<file path="src/rtl/ls_pkg.sv">
// Shared opcode, state and sizing helpers for the ROB load/store path.
// Imported by mem_access_unit and load_extend.
package ls_pkg;

    localparam logic [31:0] IO_BASE_DEFAULT = 32'h0003_0000;

    localparam logic [5:0] OP_LB  = 6'd1;
    localparam logic [5:0] OP_LH  = 6'd2;
    localparam logic [5:0] OP_LW  = 6'd3;
    localparam logic [5:0] OP_LBU = 6'd4;
    localparam logic [5:0] OP_LHU = 6'd5;
    localparam logic [5:0] OP_SB  = 6'd6;
    localparam logic [5:0] OP_SH  = 6'd7;
    localparam logic [5:0] OP_SW  = 6'd8;

    typedef enum logic [1:0] {
        IDLE = 2'd0,
        XFER = 2'd1,
        TAIL = 2'd2
    } state_t;

    function automatic logic [2:0] byte_count(
        input logic [5:0] op
    );
        case (op)
            OP_LH, OP_LHU, OP_SH: byte_count = 3'd2;
            OP_LW, OP_SW:         byte_count = 3'd4;
            default:              byte_count = 3'd1;
        endcase
    endfunction

    function automatic logic is_store(
        input logic [5:0] op
    );
        is_store = (op == OP_SB) || (op == OP_SH) ||
                   (op == OP_SW);
    endfunction

endpackage

</file>
<file path="src/rtl/load_extend.sv">
// Load result formatter: sign/zero extension of up to 4 LE bytes.
// Ports: opcode, b0..b3 (b0 = lowest address) in; data (32b) out.
module load_extend
    import ls_pkg::*;
(
    input  logic [5:0]  opcode,
    input  logic [7:0]  b0,
    input  logic [7:0]  b1,
    input  logic [7:0]  b2,
    input  logic [7:0]  b3,
    output logic [31:0] data
);

    always_comb begin
        data = {b3, b2, b1, b0};
        case (opcode)
            OP_LB:   data = {{24{b0[7]}}, b0};
            OP_LH:   data = {{16{b1[7]}}, b1, b0};
            OP_LBU:  data = {24'd0, b0};
            OP_LHU:  data = {16'd0, b1, b0};
            default: data = {b3, b2, b1, b0};
        endcase
    end

endmodule

</file>
<file path="src/rtl/mem_access_unit.sv">
// ROB commit responder: runs one load/store as 1/2/4 byte bus accesses.
// Ports: clk, rst (async low), rdy, lsb_* request/completion, busy,
// mem_* byte bus with arbiter grant, io_buffer_full.
// Optional MAU_PERF_CNT_EN adds perf_loads/perf_stores/perf_stall_cycles.
module mem_access_unit
    import ls_pkg::*;
#(
    parameter logic [31:0] IO_BASE = IO_BASE_DEFAULT
) (
    input  logic        clk,
    input  logic        rst,
    input  logic        rdy,
    input  logic        lsb_enable,
    input  logic [5:0]  lsb_rob_index,
    input  logic [5:0]  lsb_opcode,
    input  logic [31:0] lsb_ls_addr,
    input  logic [31:0] lsb_s_val,
    output logic        lsb_ls_enable,
    output logic [5:0]  lsb_rob_index_out,
    output logic [31:0] lsb_l_data,
    output logic        busy,
    output logic        mem_req,
    input  logic        mem_grant,
    output logic [31:0] mem_a,
    output logic        mem_wr,
    output logic [7:0]  mem_dout,
    input  logic [7:0]  mem_din,
    input  logic        io_buffer_full
`ifdef MAU_PERF_CNT_EN
    ,
    output logic [31:0] perf_loads,
    output logic [31:0] perf_stores,
    output logic [31:0] perf_stall_cycles
`endif
);

    state_t          state;
    state_t          state_nxt;
    logic [5:0]      op_q;
    logic [5:0]      idx_q;
    logic [31:0]     addr_q;
    logic [31:0]     sval_q;
    logic [1:0]      k;
    logic [3:0][7:0] slot;
    logic            pend_v;
    logic [1:0]      pend_j;
    logic [3:0][7:0] bytes;
    logic [31:0]     ext;
    logic            st;
    logic            last;
    logic            issue;
    logic            accept;
    logic            done_ld;

    assign st     = is_store(op_q);
    assign last   = ({1'b0, k} == byte_count(op_q) - 3'd1);
    assign accept = (state == IDLE) && rdy && lsb_enable;
    assign issue  = (state == XFER) && mem_req && mem_grant;
    assign done_ld = (state == TAIL) && rdy;
    assign busy   = (state != IDLE);

    always_comb begin
        mem_req  = 1'b0;
        mem_wr   = 1'b0;
        mem_a    = 32'd0;
        mem_dout = 8'd0;
        if (state == XFER) begin
            // Only I/O stores back-pressure; loads never wait on it.
            mem_req  = rdy && !(st && (addr_q >= IO_BASE) &&
                                io_buffer_full);
            mem_a    = addr_q + {30'd0, k};
            mem_wr   = mem_req && st;
            mem_dout = sval_q[{k, 3'b000} +: 8];
        end
    end

    // The last read byte arrives on mem_din in TAIL, before it is
    // written to its slot, so bypass it into the extender.
    always_comb begin
        bytes = slot;
        if (pend_v) bytes[pend_j] = mem_din;
    end

    load_extend u_ext (
        .opcode (op_q),
        .b0     (bytes[0]),
        .b1     (bytes[1]),
        .b2     (bytes[2]),
        .b3     (bytes[3]),
        .data   (ext)
    );

    always_ff @(posedge clk or negedge rst) begin
        if (!rst) state <= IDLE;
        else      state <= state_nxt;
    end

    always_comb begin
        state_nxt = state;
        unique case (state)
            IDLE: if (accept) state_nxt = XFER;
            XFER: if (issue && last)
                      state_nxt = st ? IDLE : TAIL;
            TAIL: if (rdy) state_nxt = IDLE;
            default: state_nxt = IDLE;
        endcase
    end

    always_ff @(posedge clk or negedge rst) begin
        if (!rst) begin
            op_q              <= 6'd0;
            idx_q             <= 6'd0;
            addr_q            <= 32'd0;
            sval_q            <= 32'd0;
            k                 <= 2'd0;
            slot              <= '0;
            pend_v            <= 1'b0;
            pend_j            <= 2'd0;
            lsb_ls_enable     <= 1'b0;
            lsb_rob_index_out <= 6'd0;
            lsb_l_data        <= 32'd0;
        end else begin
            lsb_ls_enable <= 1'b0;
            // Read capture ignores rdy/grant: the byte is on
            // the bus exactly one cycle after its grant.
            if (pend_v) slot[pend_j] <= mem_din;
            pend_v <= issue && !st;
            pend_j <= k;
            if (accept) begin
                op_q   <= lsb_opcode;
                idx_q  <= lsb_rob_index;
                addr_q <= lsb_ls_addr;
                sval_q <= lsb_s_val;
                k      <= 2'd0;
            end
            if (issue) begin
                k <= k + 2'd1;
                if (last && st) begin
                    lsb_ls_enable     <= 1'b1;
                    lsb_l_data        <= 32'd0;
                    lsb_rob_index_out <= idx_q;
                end
            end
            if (done_ld) begin
                lsb_ls_enable     <= 1'b1;
                lsb_l_data        <= ext;
                lsb_rob_index_out <= idx_q;
            end
        end
    end

`ifdef MAU_PERF_CNT_EN
    always_ff @(posedge clk or negedge rst) begin
        if (!rst) begin
            perf_loads        <= 32'd0;
            perf_stores       <= 32'd0;
            perf_stall_cycles <= 32'd0;
        end else begin
            if (done_ld) perf_loads <= perf_loads + 32'd1;
            if (issue && last && st)
                perf_stores <= perf_stores + 32'd1;
            if ((state == XFER) && !issue)
                perf_stall_cycles <= perf_stall_cycles + 32'd1;
        end
    end
`endif

endmodule

</file>
<file path="config.mk">
export PLATFORM = sky130hd
export DESIGN_NAME = mem_access_unit
export DESIGN_NICKNAME = d
export VERILOG_FILES = /design/src/rtl/ls_pkg.sv /design/src/rtl/load_extend.sv /design/src/rtl/mem_access_unit.sv
export SDC_FILE = /design/constraint.sdc
export NUM_CORES = 1
export LEC_CHECK = 0
export CELL_PAD_IN_SITES_DETAIL_PLACEMENT = 0
export CELL_PAD_IN_SITES_GLOBAL_PLACEMENT = 1
export CORE_MARGIN = 4
export CORE_UTILIZATION = 30
export CTS_BUF_LIST = sky130_fd_sc_hd__clkbuf_8
export DETAILED_ROUTE_END_ITERATION = 16
export DONT_BUFFER_PORTS = 1
export PLACE_DENSITY_LB_ADDON = 0.1
export SYNTH_ARGS = -nofsm -noshare
export SYNTH_HDL_FRONTEND = slang
export SYNTH_SLANG_ARGS = --single-unit
</file>
<file path="constraint.sdc">
create_clock -name clk -period 4.02 [get_ports clk]
set_clock_uncertainty 0.05 [all_clocks]
set_input_delay 0.804 -clock clk [delete_from_list [all_inputs] [get_ports clk]]
set_output_delay 0.804 -clock clk [all_outputs]
set_load 0.01 [all_outputs]
</file>
==> results of run 1 <==
## registers in the layout (all words and copies together) (netlist names)
name,cells
state,2
addr_q,32
lsb_l_data,32
lsb_rob_index_out,6
slot,32
idx_q,6
sval_q,32
pend_j,2
k,2
op_q,6
lsb_ls_enable,1
pend_v,1
## metal layers
layer	up-vias	global-route usage, %	part of all wire (%)
met1	2388	17.60	42
li1	2368	-	-
met3	16	4.897	6.5
met2	150	24.54	49
met4	0	4.306	1.8
met5	-	0	0
## worst reg2reg max path, cell delays in order, from the launching register on
cell and delay, ns:
dfrtp_1 0.49, or3b_2 0.53, a211o_1 0.27, and4_1 0.20
o22ai_4 0.74, mux2_2 0.43
## area by class of cell
| cell class | instances | area (um^2) | area share [%] |
|---|---|---|---|
| Inverter | 11 | 41.29 | 0.5272 |
| Clock inverter | 12 | 123.9 | 1.582 |
| Tap cell | 319 | 399.1 | 5.097 |
| Sequential cell | 154 | 3854 | 49.21 |
| Timing Repair Buffer | 8 | 60.06 | 0.7669 |
| Multi-Input combinational cell | 511 | 3092 | 39.48 |
| Clock buffer | 19 | 261.5 | 3.339 |
## synthesized netlist by cell type, drive strengths merged, types with 2 or more instances
cell and number:
buf 7, nor2 35, and4 5, nand3b 4, and3 2, xor2 7
nor3 6, nand2 232, dfrtp 154, mux2i 3, nand4 6, a211oi 3
a21oi 6, nand2b 29, xnor2 20, or3 3, and2 12, a22o 32
nor4 11, clkbuf 26, mux2 38, o21ai 13, nand3 13, mux4 8
ha 2, o21bai 2, nor3b 4, a21o 2, inv 11
## where the power goes
group | switching (mW) | leakage, nW | internal [mW]
clock | 0.585 | 0.201 | 0.579
combinational | 1.08 | 1.47 | 0.898
sequential | 0.619 | 1.91 | 2.25
## per-stage QoR
step / utilization (%) / hold WS, ns / power [mW] / setup slack [ns]
6_report: 33.46 / 0.01387 / 6.013 / 0.4097
5_1_grt: 33.46 / -0.03906 / 6.522 / 0.2120
4_1_cts: 33.46 / -0.02661 / 6.133 / 0.4427
3_5_place_dp: 31.82 / 0.4105 / 4.932 / 0.9552
3_3_place_gp: 31.82 / 0.4066 / 4.889 / 0.9420
2_1_floorplan: - / 0.3258 / 4.363 / 1.358
## logic make-up after synthesis
logic type | synth area share, %
AO/OA/AOI/OAI | 6.997
XOR/XNOR | 3.323
adder cells (fa/ha/maj) | 0.6329
buffers and inverters | 2.602
flip-flops | 54.15
multiplexers | 8.966
AND/OR/NAND/NOR | 23.33
## worst min path at each step
stage | from | cells after the start | end | slack, ns
finish | rst | 0 | lsb_l_data[13] | 0.01
CTS | rst | 0 | lsb_l_data[13] | -0.03
global route | rst | 0 | sval_q[2] | -0.04
global placement | sval_q[20] | 2 | sval_q[20] | 0.41
floorplan | k[0] | 0 | pend_j[0] | 0.33
detailed placement | sval_q[28] | 2 | sval_q[28] | 0.41
==> impl_metrics.json, run 1 <==
{
  "final_area_mm2": 0.007831,
  "synthTopCellsByArea": "dfrtp_1 (54%), nand2_1 (12%), mux2_2 (6.0%)",
  "ys_types": 48,
  "p_per_area_mw_per_mm2": 767.8,
  "clk_pin_slew_ns": 0.09,
  "synthesis.nets": 802,
  "arrival_ns": 2.76,
  "rsz0062_at_grt": "false",
  "routed_wl_um": 18680,
  "end_kind": "output pin",
  "yosys_warnings": 0,
  "final.setup.tns_ns": 0,
  "synth_ff_type": "dfrtp_1",
  "num_rows": 56,
  "nFillCells": 2461,
  "synth_seq_cells": 154,
  "rrSetupSlack_ns": 1.19,
  "async_reset_ff_share_pct": 100.0,
  "antenna_found_initial": 0,
  "grt_max_degree": 155,
  "worst-path-buf-inv": 0,
  "place_area_mm2": 0.007446,
  "diodes": 0,
  "setup.worst_path.start": "addr_q[9]",
  "slew_headroom_pct": 35.94,
  "cp-endpoint": "mem_a[23]",
  "tightestPinTransition_ns": 0.9610,
  "crit_chain": "and4_1 > nand4_1 > nor3_1 > nand2_1 > mux2i_1",
  "r2r_cells": 5,
  "power_leakage_nw": 3.580,
  "netlist_instances": 709,
  "min_path_type": "in -> async",
  "fin_crit_ns": 3.610,
  "dp_cells": 1003,
  "syn_area_mm2": 0.007117,
  "cts_tree": "done",
  "status": "complete, no violations",
  "critical_path.slowest_cell": "nand4_1",
  "cp_num_cells": 5,
  "timing.rr.end": "lsb_rob_index_out[4]",
  "area.growth.synth_to_final_pct": 10.04,
  "pin_count": 172,
  "wl_per_cell_um": 18.07,
  "drc_errors": 0,
  "drv_slew": 0,
  "die_h_um": 162.0,
  "synth_seq_area_share_pct": 54.15,
  "min_period_over_period_pct": 89.81,
  "htreeDepth": 4,
  "die-area_mm2": 0.02625,
  "die_w_um": 162.0,
  "drt-vias-per-instance": 4.760,
  "post_cts_buffers": 0,
  "numClockSinks": 154,
  "first_global_vias": 5296,
  "grt_remaining_overflow": 0,
  "cp_max_fo": 16,
  "io_buffers": 0,
  "insertion_delay_ns": 0.43,
  "cts_buffers": 17,
  "dp_hpwl_um": 13250,
  "drive_gt1_share_pct": 13.15,
  "fmax_ghz": 0.2770,
  "synth.avg_cell_area_um2": 10.04,
  "startpoint_type": "register",
  "initial_core_util_pct": 30.41,
  "netlist.area_leader.share_pct": 54.15,
  "grt_usage_pct": 14.50,
  "grt_first_pass_wirelength_um": 29720,
  "critical_path.top_delay_family": "simple AND/OR/NAND/NOR gates",
  "final_cell_mix": "nand2_1 (232), dfrtp_1 (154), mux2_2 (38), nor2_1 (34), a22o_1 (32)",
  "core_mm2": 0.02340,
  "drtPass1Iterations": 4,
  "cts_root_buf": "clkbuf_8",
  "cts.repair.resized": 0,
  "setup_viol": 0,
  "vdd_ir_drop_max_mv": 0.2213,
  "synth_edf_count": 0,
  "final_nets": 796,
  "num_vias": 4922,
  "postRouteAntennaNets": 0,
  "timing.rr.start": "op_q[2]",
  "final_common_cell": "nand2_1",
  "yosysTopAreaCell": "dfrtp_1",
  "path_class": "reg -> out",
  "maxCapViolations": 0,
  "final_cells": 1034,
  "slowest_delay_ns": 0.59,
  "cts_max_path_buffers": 2,
  "hold_viol_final": 0,
  "place.gp.congestion": 0.8362,
  "required_ns": 3.17,
  "first_iter_violations": 228
}
Power figures use the tool's default switching activity.
==> run 2: changes to the inputs <==
--- a/config.mk
+++ b/config.mk
@@ -16,3 +16,4 @@
 export SYNTH_ARGS = -nofsm -noshare
 export SYNTH_HDL_FRONTEND = slang
 export SYNTH_SLANG_ARGS = --single-unit
+export TNS_END_PERCENT = 100
==> constraint.sdc (replaced) <==
create_clock -name clk -period 4.25 [get_ports clk]
set_clock_uncertainty 0.05 [all_clocks]
set_input_delay 0.85 -clock clk [delete_from_list [all_inputs] [get_ports clk]]
set_output_delay 0.85 -clock clk [all_outputs]
set_load 0.01 [all_outputs]
==> impl_metrics.json, run 2 (synthesis gave the netlist of run 1 again) <==
{
  "status": "complete, no violations",
  "grt_remaining_overflow": 0,
  "htreeDepth": 4,
  "dp_hpwl_um": 13580,
  "p_int_mw": 3.538,
  "switching_power_mw": 2.205,
  "insertion_delay_ns": 0.44,
  "grt_max_degree": 146,
  "end_kind": "output pin",
  "area.growth.synth_to_final_pct": 10.83,
  "initial_core_util_pct": 30.41,
  "die_h_um": 162.0,
  "drc_errors": 0,
  "numClockSinks": 154,
  "pin_count": 172,
  "antenna_found_initial": 0,
  "pwr-share-seq_pct": 47.5,
  "cts_root_buf": "clkbuf_8",
  "final.setup.tns_ns": 0,
  "drt-vias-per-instance": 4.733,
  "cts_max_path_buffers": 2,
  "final_common_cell": "nand2_1",
  "num_vias": 4918,
  "comb_power_share_pct": 32.5,
  "tightestPinTransition_ns": 0.7673,
  "final_cell_mix": "nand2_1 (232), dfrtp_1 (154), mux2_2 (38), nor2_1 (34), a22o_1 (32)",
  "clk_pin_slew_ns": 0.09,
  "rsz0062_at_grt": "false",
  "hold_viol_final": 0,
  "nFillCells": 2478,
  "drtPass1Iterations": 4,
  "min_period_over_period_pct": 83.46,
  "die-area_mm2": 0.02625,
  "num_rows": 56,
  "post_cts_buffers": 0,
  "setup_viol": 0,
  "cts_tree": "done",
  "first_iter_violations": 252,
  "swShare_pct": 38.40,
  "cts.repair.resized": 0,
  "multi_input_area_mm2": 0.003092,
  "seq_area_mm2": 0.003854,
  "wl_per_cell_um": 18.62,
  "p_per_area_mw_per_mm2": 728.1,
  "fmax_ghz": 0.2819,
  "postRouteAntennaNets": 0,
  "arrival_ns": 2.65,
  "first_global_vias": 5343,
  "cp_max_fo": 13,
  "power_leakage_nw": 3.595,
  "maxCapViolations": 0,
  "pre_cts_slack_ns": 1.148,
  "setup_slack_ns": 0.7031,
  "startpoint_type": "register",
  "drive_gt1_share_pct": 13.61,
  "min_path_type": "in -> async",
  "drv_slew": 0,
  "finish.utilization_pct": 33.70,
  "slew_headroom_pct": 48.79,
  "diodes": 0,
  "path_class": "reg -> out",
  "io_buffers": 0,
  "fin_crit_ns": 3.547,
  "p_clk_share_pct": 20.0,
  "core_mm2": 0.02340,
  "vdd_ir_drop_max_mv": 0.2061,
  "place.gp.congestion": 0.8027,
  "die_w_um": 162.0,
  "grt_first_pass_wirelength_um": 30910,
  "routed_wl_um": 19340,
  "required_ns": 3.35,
  "grt_usage_pct": 15.16,
  "final_nets": 800,
  "cts_buffers": 17
}
## run 2: through the flow
step	instance area (um^2)	hold slack [ns]	instances	power [mW]
2_1_floorplan	7117	0.3258	709	4.127
3_3_place_gp	7453	0.4053	1004	4.626
3_5_place_dp	7453	0.4076	1004	4.679
4_1_cts	7888	0.005426	1039	5.868
5_1_grt	7888	0.007207	1039	6.233
6_report	7888	0.05154	1039	5.743
## run 2: critical path: stages (launching register included)
cell	delay, ns
dfrtp_1	0.36
ha_1	0.20
fa_1	0.24
nand4_1	0.51
nor2_1	0.37
nand4_1	0.15
xor2_1	0.17
nor2_1	0.20
## run 2: area by class of cell
| cell class | instances | area share, % |
|---|---|---|
| Clock buffer | 18 | 3.141 |
| Clock inverter | 14 | 1.983 |
| Inverter | 11 | 0.5235 |
| Multi-Input combinational cell | 511 | 39.20 |
| Sequential cell | 154 | 48.86 |
| Tap cell | 319 | 5.060 |
| Timing Repair Buffer | 12 | 1.237 |
## run 2: per-layer routing
| metal | up-vias | share of wire [%] | routed length, um | GRT usage [%] |
|---|---|---|---|---|
| met5 | - | 0 | 0 | 0 |
| met4 | 0 | 1.5 | 296 | 4.652 |
| met3 | 16 | 6.9 | 1329 | 4.872 |
| met2 | 132 | 50 | 9692 | 26.16 |
| met1 | 2394 | 41 | 8024 | 18.10 |
| li1 | 2376 | - | - | - |
## run 2: final timing paths
| path | start | to | slack (ns) | depth (start not counted) |
|---|---|---|---|---|
| setup / recovery | addr_q[0] | mem_a[12] | 0.70 | 7 |
| hold / removal | rst | lsb_l_data[14] | 0.05 | 0 |
| setup reg to reg | op_q[0] | lsb_l_data[17] | 1.58 | 6 |
| hold reg to reg | sval_q[26] | sval_q[26] | 0.42 | 2 |
| max in group asynchronous | rst | addr_q[11] | 3.07 | 1 |
| min in group clk | sval_q[26] | sval_q[26] | 0.42 | 2 |
## run 2: timing repair
action / 4_1_cts / 5_1_grt
endpoints found under the hold margin: 5 / 0
endpoints found under the setup margin: 0 / 0
hold buffers: 3 / 0
## run 2: power groups by stage
stage / registers (mW) / clock network, mW / logic [mW]
2_1_floorplan: 2.58 / 0 / 1.55
3_3_place_gp: 2.74 / 0 / 1.89
3_5_place_dp: 2.76 / 0 / 1.92
4_1_cts: 2.73 / 1.21 / 1.93
5_1_grt: 2.83 / 1.26 / 2.14
6_report: 2.73 / 1.15 / 1.87
==> run 3: changes to the inputs <==
==> constraint.sdc (replaced) <==
create_clock -name clk -period 3 [get_ports clk]
set_clock_uncertainty 0.05 [all_clocks]
set_input_delay 0.6 -clock clk [delete_from_list [all_inputs] [get_ports clk]]
set_output_delay 0.6 -clock clk [all_outputs]
set_load 0.01 [all_outputs]
==> impl_metrics.json, run 3 (synthesis gave the netlist of run 1 again) <==
{
  "final_common_cell": "nand2_1",
  "drtPass1Iterations": 4,
  "grt_remaining_overflow": 0,
  "cts_buffers": 17,
  "cp_max_fo": 13,
  "power_leakage_nw": 3.611,
  "routed.top_layer": "met5",
  "p_per_area_mw_per_mm2": 1017,
  "diodes": 0,
  "path_class": "reg -> out",
  "insertion_delay_ns": 0.46,
  "vdd_ir_drop_max_mv": 0.2602,
  "startpoint_type": "register",
  "area.growth.synth_to_final_pct": 11.45,
  "setup_viol": 0,
  "slew_headroom_pct": 57.45,
  "routed_wl_um": 18920,
  "io_buffers": 0,
  "pin_count": 172,
  "cts_max_path_buffers": 2,
  "cts_root_buf": "clkbuf_8",
  "fmax_ghz": 0.3460,
  "place.gp.congestion": 0.7844,
  "drive_gt1_share_pct": 15.61,
  "num_rows": 56,
  "maxCapViolations": 0,
  "die-area_mm2": 0.02625,
  "initial_core_util_pct": 30.41,
  "setup_slack_ns": 0.1098,
  "numClockSinks": 154,
  "wl_met2_um": 9535,
  "wl_met3_um": 1245,
  "tightestPinTransition_ns": 0.6383,
  "min_path_type": "in -> async",
  "dp_hpwl_um": 13330,
  "drc_errors": 0,
  "drt-vias-per-instance": 4.742,
  "min_period_over_period_pct": 96.34,
  "finish.utilization_pct": 33.89,
  "wl_met1_um": 7998,
  "required_ns": 2.35,
  "drv_slew": 0,
  "violations": "hold timing",
  "die_h_um": 162.0,
  "pre_cts_slack_ns": 0.4398,
  "final_cell_mix": "nand2_1 (232), dfrtp_1 (154), mux2_2 (38), a22o_1 (32), nor2_1 (31)",
  "antenna_found_initial": 1,
  "arrival_ns": 2.24,
  "final_nets": 804,
  "num_vias": 4946,
  "fin_hold_ws_ns": -0.2122,
  "post_cts_buffers": 0,
  "first_iter_violations": 249,
  "rsz0062_at_grt": "true",
  "grt_first_pass_wirelength_um": 29820,
  "cts_tree": "done",
  "htreeDepth": 4,
  "fin_crit_ns": 2.890,
  "status": "finished, violations left",
  "die_w_um": 162.0,
  "wl_per_cell_um": 18.14,
  "grt_usage_pct": 14.56,
  "grt_max_degree": 155,
  "postRouteAntennaNets": 0,
  "clk_pin_slew_ns": 0.09,
  "core_mm2": 0.02340,
  "hold_viol_final": 154,
  "first_global_vias": 5251,
  "end_kind": "output pin"
}
==> run 3: where the power goes <==
part	switching [mW]	internal (mW)
Combinational	1.46	1.24
Sequential	0.828	3.02
Clock	0.872	0.638
==> run 3: cell type report <==
type / count / area [um^2]
Clock buffer: 19 / 261.5
Clock inverter: 13 / 107.6
Fill cell: 2476 / 15470
Inverter: 11 / 41.29
Multi-Input combinational cell: 511 / 3119
Sequential cell: 154 / 3854
Tap cell: 319 / 399.1
Timing Repair Buffer: 16 / 148.9
==> run 3: path summary, 6_finish.rpt <==
path | from | to | slack, ns | cells after the start
max | k[0] | mem_a[24] | 0.11 | 7
min | rst | lsb_l_data[14] | -0.21 | 0
max reg2reg | op_q[2] | lsb_rob_index_out[1] | 0.43 | 6
min reg2reg | sval_q[23] | sval_q[23] | 0.43 | 2
max in group asynchronous | rst | addr_q[19] | 2.93 | 0
min in group clk | lsb_ls_addr[13] | addr_q[13] | 0.19 | 2
==> run 3: what timing repair did <==
| item | CTS | global route |
|---|---|---|
| endpoints found under the hold margin | 154 | 154 |
| setup endpoints to repair | 4 | 13 |
| gates resized for setup | 5 | 4 |
==> run 3: through the flow <==
| stage | power (mW) | cells | instance area [um^2] | TNS, ns | hold slack [ns] |
|---|---|---|---|---|---|
| 3_5_place_dp | 6.652 | 1011 | 7531 | 0 | 0.2611 |
| 5_1_grt | 8.725 | 1043 | 7931 | -0.2041 | -0.2657 |
| 6_report | 8.063 | 1043 | 7931 | 0 | -0.2122 |
| 3_3_place_gp | 6.589 | 1011 | 7531 | 0 | 0.2624 |
| 4_1_cts | 8.217 | 1043 | 7920 | 0 | -0.2547 |
| 2_1_floorplan | 5.846 | 709 | 7117 | 0 | 0.2544 |
==> run 3: critical path: stages, from the launching register on <==
cell and delay [ns]:
dfrtp_1 0.36, ha_1 0.19, fa_2 0.25, nand4_1 0.13, buf_6 0.18, nor4_1 0.34
xnor2_1 0.14, nor2_1 0.20
==> run 3: metal layers <==
metal | GRT usage, % | vias up
met5 | 0 | -
met4 | 2.999 | 2
met3 | 5.582 | 12
met2 | 25.13 | 113
met1 | 17.39 | 2433
li1 | - | 2386
